`config.mk`:
```
export PLATFORM = sky130hd
export DESIGN_NAME = htif_mem_master_flat
export DESIGN_NICKNAME = d
export VERILOG_FILES = /design/src/rtl/htif_mem_master_if.sv /design/src/rtl/htif_mem_master.sv /design/src/flat_wrapper.sv
export SDC_FILE = /design/constraint.sdc
export NUM_CORES = 1
export LEC_CHECK = 0
export BUFFER_PORTS_ARGS = -buffer_cell sky130_fd_sc_hd__buf_4
export CORE_MARGIN = 8
export CORE_UTILIZATION = 45
export DETAILED_ROUTE_END_ITERATION = 16
export GPL_ROUTABILITY_DRIVEN = 1
export GPL_TIMING_DRIVEN = 0
export PLACE_DENSITY = 0.69
export SETUP_SLACK_MARGIN = 0.3
export SYNTH_ARGS = -nofsm -noshare
export SYNTH_HDL_FRONTEND = slang
export SYNTH_SLANG_ARGS = --single-unit
```
`constraint.sdc`:
```
create_clock -name clk -period 3.9 [get_ports clk]
set_input_delay 0.585 -clock clk [delete_from_list [all_inputs] [get_ports clk]]
set_output_delay 0.585 -clock clk [all_outputs]
set_load 0.02 [all_outputs]
```
`src/rtl/htif_mem_master_if.sv`:
```
// Host-side command / write-beat / read-beat streams of htif_mem_master.
// master = host (test harness link), slave = htif_mem_master.
interface htif_mem_master_if #(
  parameter int unsigned NUM_BYTES       = 1 << 21,
  parameter int unsigned DATA_WIDTH_HTIF = 32
);
  localparam int unsigned ADDR_WIDTH = $clog2(NUM_BYTES);

  logic                       req_valid;
  logic                       req_ready;
  logic                       req_write;
  logic [ADDR_WIDTH-1:0]      req_addr;
  logic [7:0]                 req_len;

  logic                       wdata_valid;
  logic                       wdata_ready;
  logic [DATA_WIDTH_HTIF-1:0] wdata;

  logic                       rdata_valid;
  logic                       rdata_ready;
  logic [DATA_WIDTH_HTIF-1:0] rdata;

  modport master (
    output req_valid, req_write, req_addr, req_len,
    output wdata_valid, wdata,
    output rdata_ready,
    input  req_ready, wdata_ready, rdata_valid, rdata
  );

  modport slave (
    input  req_valid, req_write, req_addr, req_len,
    input  wdata_valid, wdata,
    input  rdata_ready,
    output req_ready, wdata_ready, rdata_valid, rdata
  );
endinterface

```
`src/rtl/htif_mem_master.sv`:
```
// htif_mem_master: host-side burst initiator for the memory's HTIF write/read
// port pair. Read returns land in a credit-protected FIFO so the fixed-latency,
// non-stallable memory can never overrun a stalled host.
// Optional: define HTIF_MEM_MASTER_ALIGN_CHECK_EN to consume-but-reject
// commands whose address is not beat aligned (err pulses for one cycle).
module htif_mem_master #(
  parameter  int unsigned NUM_BYTES       = 1 << 21,
  parameter  int unsigned DATA_WIDTH_HTIF = 32,
  parameter  int unsigned READ_LATENCY    = 2,
  parameter  int unsigned RFIFO_DEPTH     = 4,
  localparam int unsigned ADDR_WIDTH      = $clog2(NUM_BYTES),
  localparam int unsigned MASK_WIDTH      = DATA_WIDTH_HTIF / 8
) (
  input  logic                       clk,
  input  logic                       reset,
  htif_mem_master_if.slave           host,
  output logic                       busy,
  output logic                       err,
  output logic [ADDR_WIDTH-1:0]      hw_addr,
  output logic [DATA_WIDTH_HTIF-1:0] hw_data,
  output logic [MASK_WIDTH-1:0]      hw_mask,
  output logic                       hw_en,
  output logic [ADDR_WIDTH-1:0]      hr_addr,
  input  logic [DATA_WIDTH_HTIF-1:0] hr_data
);
  localparam int unsigned PTR_W = $clog2(RFIFO_DEPTH);
  localparam int unsigned CNT_W = PTR_W + 1;

  typedef enum logic [1:0] {IDLE, WR, RD, DRAIN} state_e;

  state_e                     state_q;
  logic [ADDR_WIDTH-1:0]      cur_addr_q;
  logic [ADDR_WIDTH-1:0]      hr_addr_q;
  logic [8:0]                 beats_q;
  logic                       err_q;
  logic [READ_LATENCY-1:0]    tag_q, tag_d;
  logic [DATA_WIDTH_HTIF-1:0] fifo_q [RFIFO_DEPTH];
  logic [PTR_W-1:0]           wr_ptr_q, rd_ptr_q;
  logic [CNT_W-1:0]           count_q, count_d;
  logic [CNT_W-1:0]           inflight;
  logic [CNT_W:0]             credit_sum;
  logic                       issue, wr_fire, push, pop, last_beat, misaligned;

`ifdef HTIF_MEM_MASTER_ALIGN_CHECK_EN
  assign misaligned = (host.req_addr & ADDR_WIDTH'(MASK_WIDTH - 1)) != '0;
`else
  assign misaligned = 1'b0;
`endif

  // Credit, issue/accept strobes, tag shift and FIFO occupancy next-state.
  always_comb begin
    inflight   = CNT_W'($countones(tag_q));
    credit_sum = {1'b0, count_q} + {1'b0, inflight};
    issue      = (state_q == RD) && (credit_sum < (CNT_W + 1)'(RFIFO_DEPTH));
    wr_fire    = (state_q == WR) && host.wdata_valid;
    last_beat  = (beats_q == 9'd1);
    push       = tag_q[READ_LATENCY-1];
    pop        = (count_q != '0) && host.rdata_ready;
    tag_d      = '0;
    tag_d[0]   = issue;
    for (int unsigned i = 1; i < READ_LATENCY; i++) begin
      tag_d[i] = tag_q[i-1];
    end
    count_d = count_q;
    if (push && !pop) begin
      count_d = count_q + CNT_W'(1);
    end else if (!push && pop) begin
      count_d = count_q - CNT_W'(1);
    end
  end

  assign host.req_ready   = (state_q == IDLE);
  assign host.wdata_ready = (state_q == WR);
  assign host.rdata_valid = (count_q != '0);
  assign host.rdata       = fifo_q[rd_ptr_q];

  assign hw_en   = wr_fire;
  assign hw_addr = wr_fire ? cur_addr_q : '0;
  assign hw_data = wr_fire ? host.wdata : '0;
  assign hw_mask = wr_fire ? '1 : '0;

  // hr_addr is only meaningful on issue cycles; otherwise it holds so idle
  // memory reads stay quiet (they are untagged and never captured).
  assign hr_addr = issue ? cur_addr_q : hr_addr_q;

  assign busy = (state_q != IDLE) || (tag_q != '0) || (count_q != '0);
  assign err  = err_q;

  // Burst control FSM: command latch, beat/issue counting, address advance.
  always_ff @(posedge clk or posedge reset) begin
    if (reset) begin
      state_q    <= IDLE;
      cur_addr_q <= '0;
      beats_q    <= '0;
      err_q      <= 1'b0;
    end else begin
      err_q <= 1'b0;
      unique case (state_q)
        IDLE: begin
          if (host.req_valid) begin
            if (misaligned) begin
              err_q <= 1'b1;
            end else begin
              cur_addr_q <= host.req_addr;
              beats_q    <= {1'b0, host.req_len} + 9'd1;
              state_q    <= host.req_write ? WR : RD;
            end
          end
        end
        WR: begin
          if (wr_fire) begin
            cur_addr_q <= cur_addr_q + ADDR_WIDTH'(MASK_WIDTH);
            beats_q    <= beats_q - 9'd1;
            if (last_beat) state_q <= IDLE;
          end
        end
        RD: begin
          if (issue) begin
            cur_addr_q <= cur_addr_q + ADDR_WIDTH'(MASK_WIDTH);
            beats_q    <= beats_q - 9'd1;
            if (last_beat) state_q <= DRAIN;
          end
        end
        DRAIN: begin
          if (tag_q == '0) state_q <= IDLE;
        end
      endcase
    end
  end

  // Read-return tracking: held read address, latency tags, FIFO pointers.
  always_ff @(posedge clk or posedge reset) begin
    if (reset) begin
      hr_addr_q <= '0;
      tag_q     <= '0;
      wr_ptr_q  <= '0;
      rd_ptr_q  <= '0;
      count_q   <= '0;
    end else begin
      hr_addr_q <= hr_addr;
      tag_q     <= tag_d;
      count_q   <= count_d;
      if (push) wr_ptr_q <= wr_ptr_q + PTR_W'(1);
      if (pop)  rd_ptr_q <= rd_ptr_q + PTR_W'(1);
    end
  end

  // FIFO storage; the push is unconditional because credit reserved the slot.
  always_ff @(posedge clk) begin
    if (push) fifo_q[wr_ptr_q] <= hr_data;
  end
endmodule

```
`src/flat_wrapper.sv`:
```
// flat-port wrapper written by rule: the top's interface ports become plain ports
module htif_mem_master_flat 
#(
  parameter  int unsigned NUM_BYTES       = 1 << 21,
  parameter  int unsigned DATA_WIDTH_HTIF = 32,
  parameter  int unsigned READ_LATENCY    = 2,
  parameter  int unsigned RFIFO_DEPTH     = 4,
  localparam int unsigned ADDR_WIDTH      = $clog2(NUM_BYTES),
  localparam int unsigned MASK_WIDTH      = DATA_WIDTH_HTIF / 8
)
  (clk, reset, busy, err, hw_addr, hw_data, hw_mask, hw_en, hr_addr, hr_data, host_req_valid, host_req_write, host_req_addr, host_req_len, host_wdata_valid, host_wdata, host_rdata_ready, host_req_ready, host_wdata_ready, host_rdata_valid, host_rdata);
  htif_mem_master_if #(.NUM_BYTES(NUM_BYTES), .DATA_WIDTH_HTIF(DATA_WIDTH_HTIF)) host_i ();
  input  logic clk;
  input  logic reset;
  output logic busy;
  output logic err;
  output logic [ADDR_WIDTH-1:0] hw_addr;
  output logic [DATA_WIDTH_HTIF-1:0] hw_data;
  output logic [MASK_WIDTH-1:0] hw_mask;
  output logic hw_en;
  output logic [ADDR_WIDTH-1:0] hr_addr;
  input  logic [DATA_WIDTH_HTIF-1:0] hr_data;
  input wire logic [$bits(host_i.req_valid)-1:0] host_req_valid;
  input wire logic [$bits(host_i.req_write)-1:0] host_req_write;
  input wire logic [$bits(host_i.req_addr)-1:0] host_req_addr;
  input wire logic [$bits(host_i.req_len)-1:0] host_req_len;
  input wire logic [$bits(host_i.wdata_valid)-1:0] host_wdata_valid;
  input wire logic [$bits(host_i.wdata)-1:0] host_wdata;
  input wire logic [$bits(host_i.rdata_ready)-1:0] host_rdata_ready;
  output wire logic [$bits(host_i.req_ready)-1:0] host_req_ready;
  output wire logic [$bits(host_i.wdata_ready)-1:0] host_wdata_ready;
  output wire logic [$bits(host_i.rdata_valid)-1:0] host_rdata_valid;
  output wire logic [$bits(host_i.rdata)-1:0] host_rdata;
  assign host_i.req_valid = host_req_valid;
  assign host_i.req_write = host_req_write;
  assign host_i.req_addr = host_req_addr;
  assign host_i.req_len = host_req_len;
  assign host_i.wdata_valid = host_wdata_valid;
  assign host_i.wdata = host_wdata;
  assign host_i.rdata_ready = host_rdata_ready;
  assign host_req_ready = host_i.req_ready;
  assign host_wdata_ready = host_i.wdata_ready;
  assign host_rdata_valid = host_i.rdata_valid;
  assign host_rdata = host_i.rdata;
  htif_mem_master #(.NUM_BYTES(NUM_BYTES), .DATA_WIDTH_HTIF(DATA_WIDTH_HTIF), .READ_LATENCY(READ_LATENCY), .RFIFO_DEPTH(RFIFO_DEPTH)) u_core (.clk(clk), .reset(reset), .host(host_i), .busy(busy), .err(err), .hw_addr(hw_addr), .hw_data(hw_data), .hw_mask(hw_mask), .hw_en(hw_en), .hr_addr(hr_addr), .hr_data(hr_data));
endmodule
```
==> impl_table.tex <==
\begin{tabular}{lr}
\hline
Metric & Value \\
\hline
\multicolumn{2}{l}{\textbf{Synth}} \\
Most frequently used flop master after synthesis & sky130\_fd\_sc\_hd\_\_edfxtp\_1 \\
Number of warnings issued by yosys & 0 \\
Number of standard cells after synthesis & 630 \\
Share of synthesized registers carrying an async set or reset & 32.6\% \\
Syn Std Cell Area & 8450 um2 \\
Synthesis-stage register bit count & 190 \\
Synth area leader & sky130\_fd\_sc\_hd\_\_edfxtp\_1 \\
Number of unique standard cell types used by synthesis & 41 \\
Syn Area/Cell & 13.4 um2 \\
Post-synth top area share & 45.5\% \\
Number of synthesized flops with an enable pin & 128 \\
Post-synthesis sequential area ratio & 63.9\% \\
Leading post-synthesis cells by cell area & sky130\_fd\_sc\_hd\_\_edfxtp\_1, sky130\_fd\_sc\_hd\_\_dfrtp\_1, sky130\_fd\_sc\_hd\_\_mux4\_2 \\
Net Count, Synth & 747 \\
\multicolumn{2}{l}{\textbf{Critical path}} \\
Max stage delay cell, worst path & sky130\_fd\_sc\_hd\_\_dfrtp\_1 \\
Critical setup path kind & register to output port \\
Worst Path Arrival & 2860 ps \\
Crit-path max cell delay & 480 ps \\
Required time at the worst-slack endpoint & 3310 ps \\
Endpoint class of the critical path & output port \\
CP startpoint kind & register \\
Largest fanout on the critical path & 10 \\
Sequence of cells on the critical path & ha\_1, ha\_1, a311o\_1, or2\_0, inv\_1, clkbuf\_4, nand2\_1, nand2\_1, buf\_4 \\
\multicolumn{2}{l}{\textbf{STA}} \\
Post-layout min period & between 3000 and 4000 ps \\
Unrepaired setup endpoints after global routing & true \\
Count of endpoints failing setup in the final report & 0 \\
Highest clock frequency the design can meet & 290 MHz \\
Worst clock skew & 12.2 ps \\
Worst slew margin relative to its limit & 42.0\% \\
Slew at the pin with the worst max-slew slack & 871 ps \\
Ratio of final minimum period to clock period & between 80\% and 90\% \\
Final hold viol count & 0 \\
Accumulated negative setup slack & 0 ps \\
Final slew viol count & 0 \\
\multicolumn{2}{l}{\textbf{Drt}} \\
Highest Signal Layer & met4 \\
Wl on met1 & approximately 8900 um \\
First-pass DRT Iterations & 5 \\
DR vias/cell & 5.34 \\
Iteration-0 DRC Markers & 412 \\
Routed length per placed instance & about 19 um \\
Antenna violation net count after detailed routing & 0 \\
DR vias & 5919 \\
Length of routed met2 wiring & 10200 um \\
Final WL & 21100 um \\
Met3 wire length & 1670 um \\
DRC errors left & 0 \\
\multicolumn{2}{l}{\textbf{Finish}} \\
Footprint of the multi-input gates & 2780 um2 \\
Filler Cell Count & around 1500 \\
Post-route cell area & 11000 um2 \\
Proportion of layout cells with a drive suffix above 1 & 34.6\% \\
Antenna fix cells & 0 \\
Layout Nets & a little under 1000 \\
Most common cell after layout, fill and taps aside & sky130\_fd\_sc\_hd\_\_buf\_4 \\
Leading cell types in the layout, fill and taps excluded & sky130\_fd\_sc\_hd\_\_buf\_4, sky130\_fd\_sc\_hd\_\_edfxtp\_1, sky130\_fd\_sc\_hd\_\_nand2\_1 \\
Signed area change from the synthesized netlist to the final layout & 29.7\% \\
Sequential standard cell area & around 5400 um2 \\
\multicolumn{2}{l}{\textbf{GRT}} \\
Number of antenna violations at the first check in global routing & 0 \\
Vias in the first global route & 6249 \\
Grt ovf & 0 \\
Global-route wire length before repair & roughly 33000 um \\
Pin count of the biggest net entering global routing & 38 \\
Gr usage total & 18.0\% \\
\multicolumn{2}{l}{\textbf{Power}} \\
VDD IR max & between 0.0004 and 0.0005 V \\
P\_leak & 0.00466 uW \\
Cell Pwr Density & 833 nW/um2 \\
Sum of internal, switching and leakage power & 9130 uW \\
\multicolumn{2}{l}{\textbf{Floorplanning}} \\
Overall die height & 153 um \\
Core area & $\sim$19000 um2 \\
IO Pins & 215 \\
FP Rows & 50 \\
Die width & 153 um \\
Floorplan die area & around 23000 um2 \\
Starting density of the core & 45.5\% \\
\multicolumn{2}{l}{\textbf{Placement}} \\
HPWL after detailed placement & 15100 um \\
Port buffer count & 212 \\
Final GP Congestion & 0.893 \\
Placed Instance Area & 10400 um2 \\
\multicolumn{2}{l}{\textbf{Flow run}} \\
Max-cap violation count & 0 \\
\multicolumn{2}{l}{\textbf{Clock network}} \\
Number of buffers added by the clock tree synthesis step & 17 \\
CTS Hold Bufs & 0 \\
Worst-Skew Late Latency & 430 ps \\
Maximum buffer depth of the clock tree & 2 \\
Library cell used as clock root buffer & sky130\_fd\_sc\_hd\_\_clkbuf\_16 \\
Post-cts sizing count & 0 \\
Post-CTS setup-driven buffer insertion count & 0 \\
CTS HTree Levels & 4 \\
TritonCTS clock tree & yes \\
Clock-pin slew on the worst setup and hold paths & 70 ps \\
Clk sinks & 190 \\
\multicolumn{2}{l}{\textbf{Min path}} \\
Tightest Hold Check Type & input port to asynchronous set/reset pin \\
\multicolumn{2}{l}{\textbf{Outcome}} \\
Result of the run & finished clean \\
\hline
\end{tabular}
power breakdown:
group / switching [uW] / leakage (uW) / internal (uW)
registers: 316 / 0.00189 / 2680
clock network: 830 / 0.000284 / 914
logic: 2580 / 0.00248 / 1810
registers in the layout, summed over array words and instances (netlist names):
| name | count |
|---|---|
| u_core.hr_addr_q | 21 |
| u_core.fifo_q | 128 |
| u_core.wr_ptr_q | 2 |
| u_core.beats_q | 9 |
| u_core.count_q | 3 |
| u_core.rd_ptr_q | 2 |
| u_core.cur_addr_q | 21 |
| u_core.tag_q | 2 |
| u_core.state_q | 2 |
cell type report:
type	instances	area share, %
sequential	190	49.3
multi-input combinational	381	25.4
timing repair buffer	213	14.7
clock buffer	17	3.88
tap	234	2.67
buffer	45	2.09
clock inverter	14	1.52
inverter	14	0.480
logic make-up after synthesis:
group                      share of synthesized area [%]
buffers and inverters                               3.27
adders and majority gates                           2.76
xor gates and xnor gates                            1.24
DFF                                                 63.9
AOI/OAI and AO/OA                                   6.61
and+or+nand+nor                                     12.8
muxes                                               9.38
other                                             0.0444
routing by layer:
| layer | GRT usage, % | vias to the layer above |
|---|---|---|
| li1 | - | 2803 |
| met5 | 0 | - |
| met1 | 21.6 | 2846 |
| met3 | 6.54 | 29 |
| met4 | 5.75 | 0 |
| met2 | 29.9 | 241 |
worst paths after layout:
path	startpoint	to	slack (ps)	depth (start not counted)
worst max-delay path	u_core.tag_q[1]$_DFF_PP0_	hr_addr[10]	450	9
worst min-delay path	reset	u_core.rd_ptr_q[0]$_DFFE_PP0P_	340	2
worst max register to register	u_core.tag_q[1]$_DFF_PP0_	u_core.cur_addr_q[20]$_DFFE_PP0P_	1260	7
worst min register to register	u_core.tag_q[0]$_DFF_PP0_	u_core.tag_q[1]$_DFF_PP0_	420	0
max in group asynchronous	reset	u_core.hr_addr_q[8]$_DFF_PP0_	2920	3
min in group clk	hr_data[7]	u_core.fifo_q[2][7]$_DFFE_PP_	350	1
Yosys cell counts (all sizes together), types with 2 or more instances:
cell type	instances
clkbuf	28
nand3	18
nor4	2
nor2b	2
dfrtp	62
nand2b	6
o22ai	11
a2bb2oi	10
nor2	12
xor2	6
and4	2
edfxtp	128
o21ai	32
a21oi	32
inv	14
mux2i	6
ha	17
xnor2	6
mux4	32
and3	59
and2	5
nor3	4
nand4	8
nand2	97
buf	17
worst max-delay path: cells and delay by family (launching register included):
kind / cells / cell delay (ps)
and+or+nand+nor: 3 / 510
adders and majority gates: 2 / 500
AOI/OAI and AO/OA: 1 / 380
buffers and inverters: 3 / 560
DFF: 1 / 480
stage by stage:
stage	worst slack, ps	instances	utilization [%]	hold slack, ps
after CTS	370	1108	58.9	324
after floorplan	1280	630	-	380
final	452	1108	58.9	335
after detailed placement	867	1077	55.7	403
after global routing	283	1108	58.9	330
after global placement	824	1076	55.6	398
No activity file was read; power rests on OpenSTA's default activity.
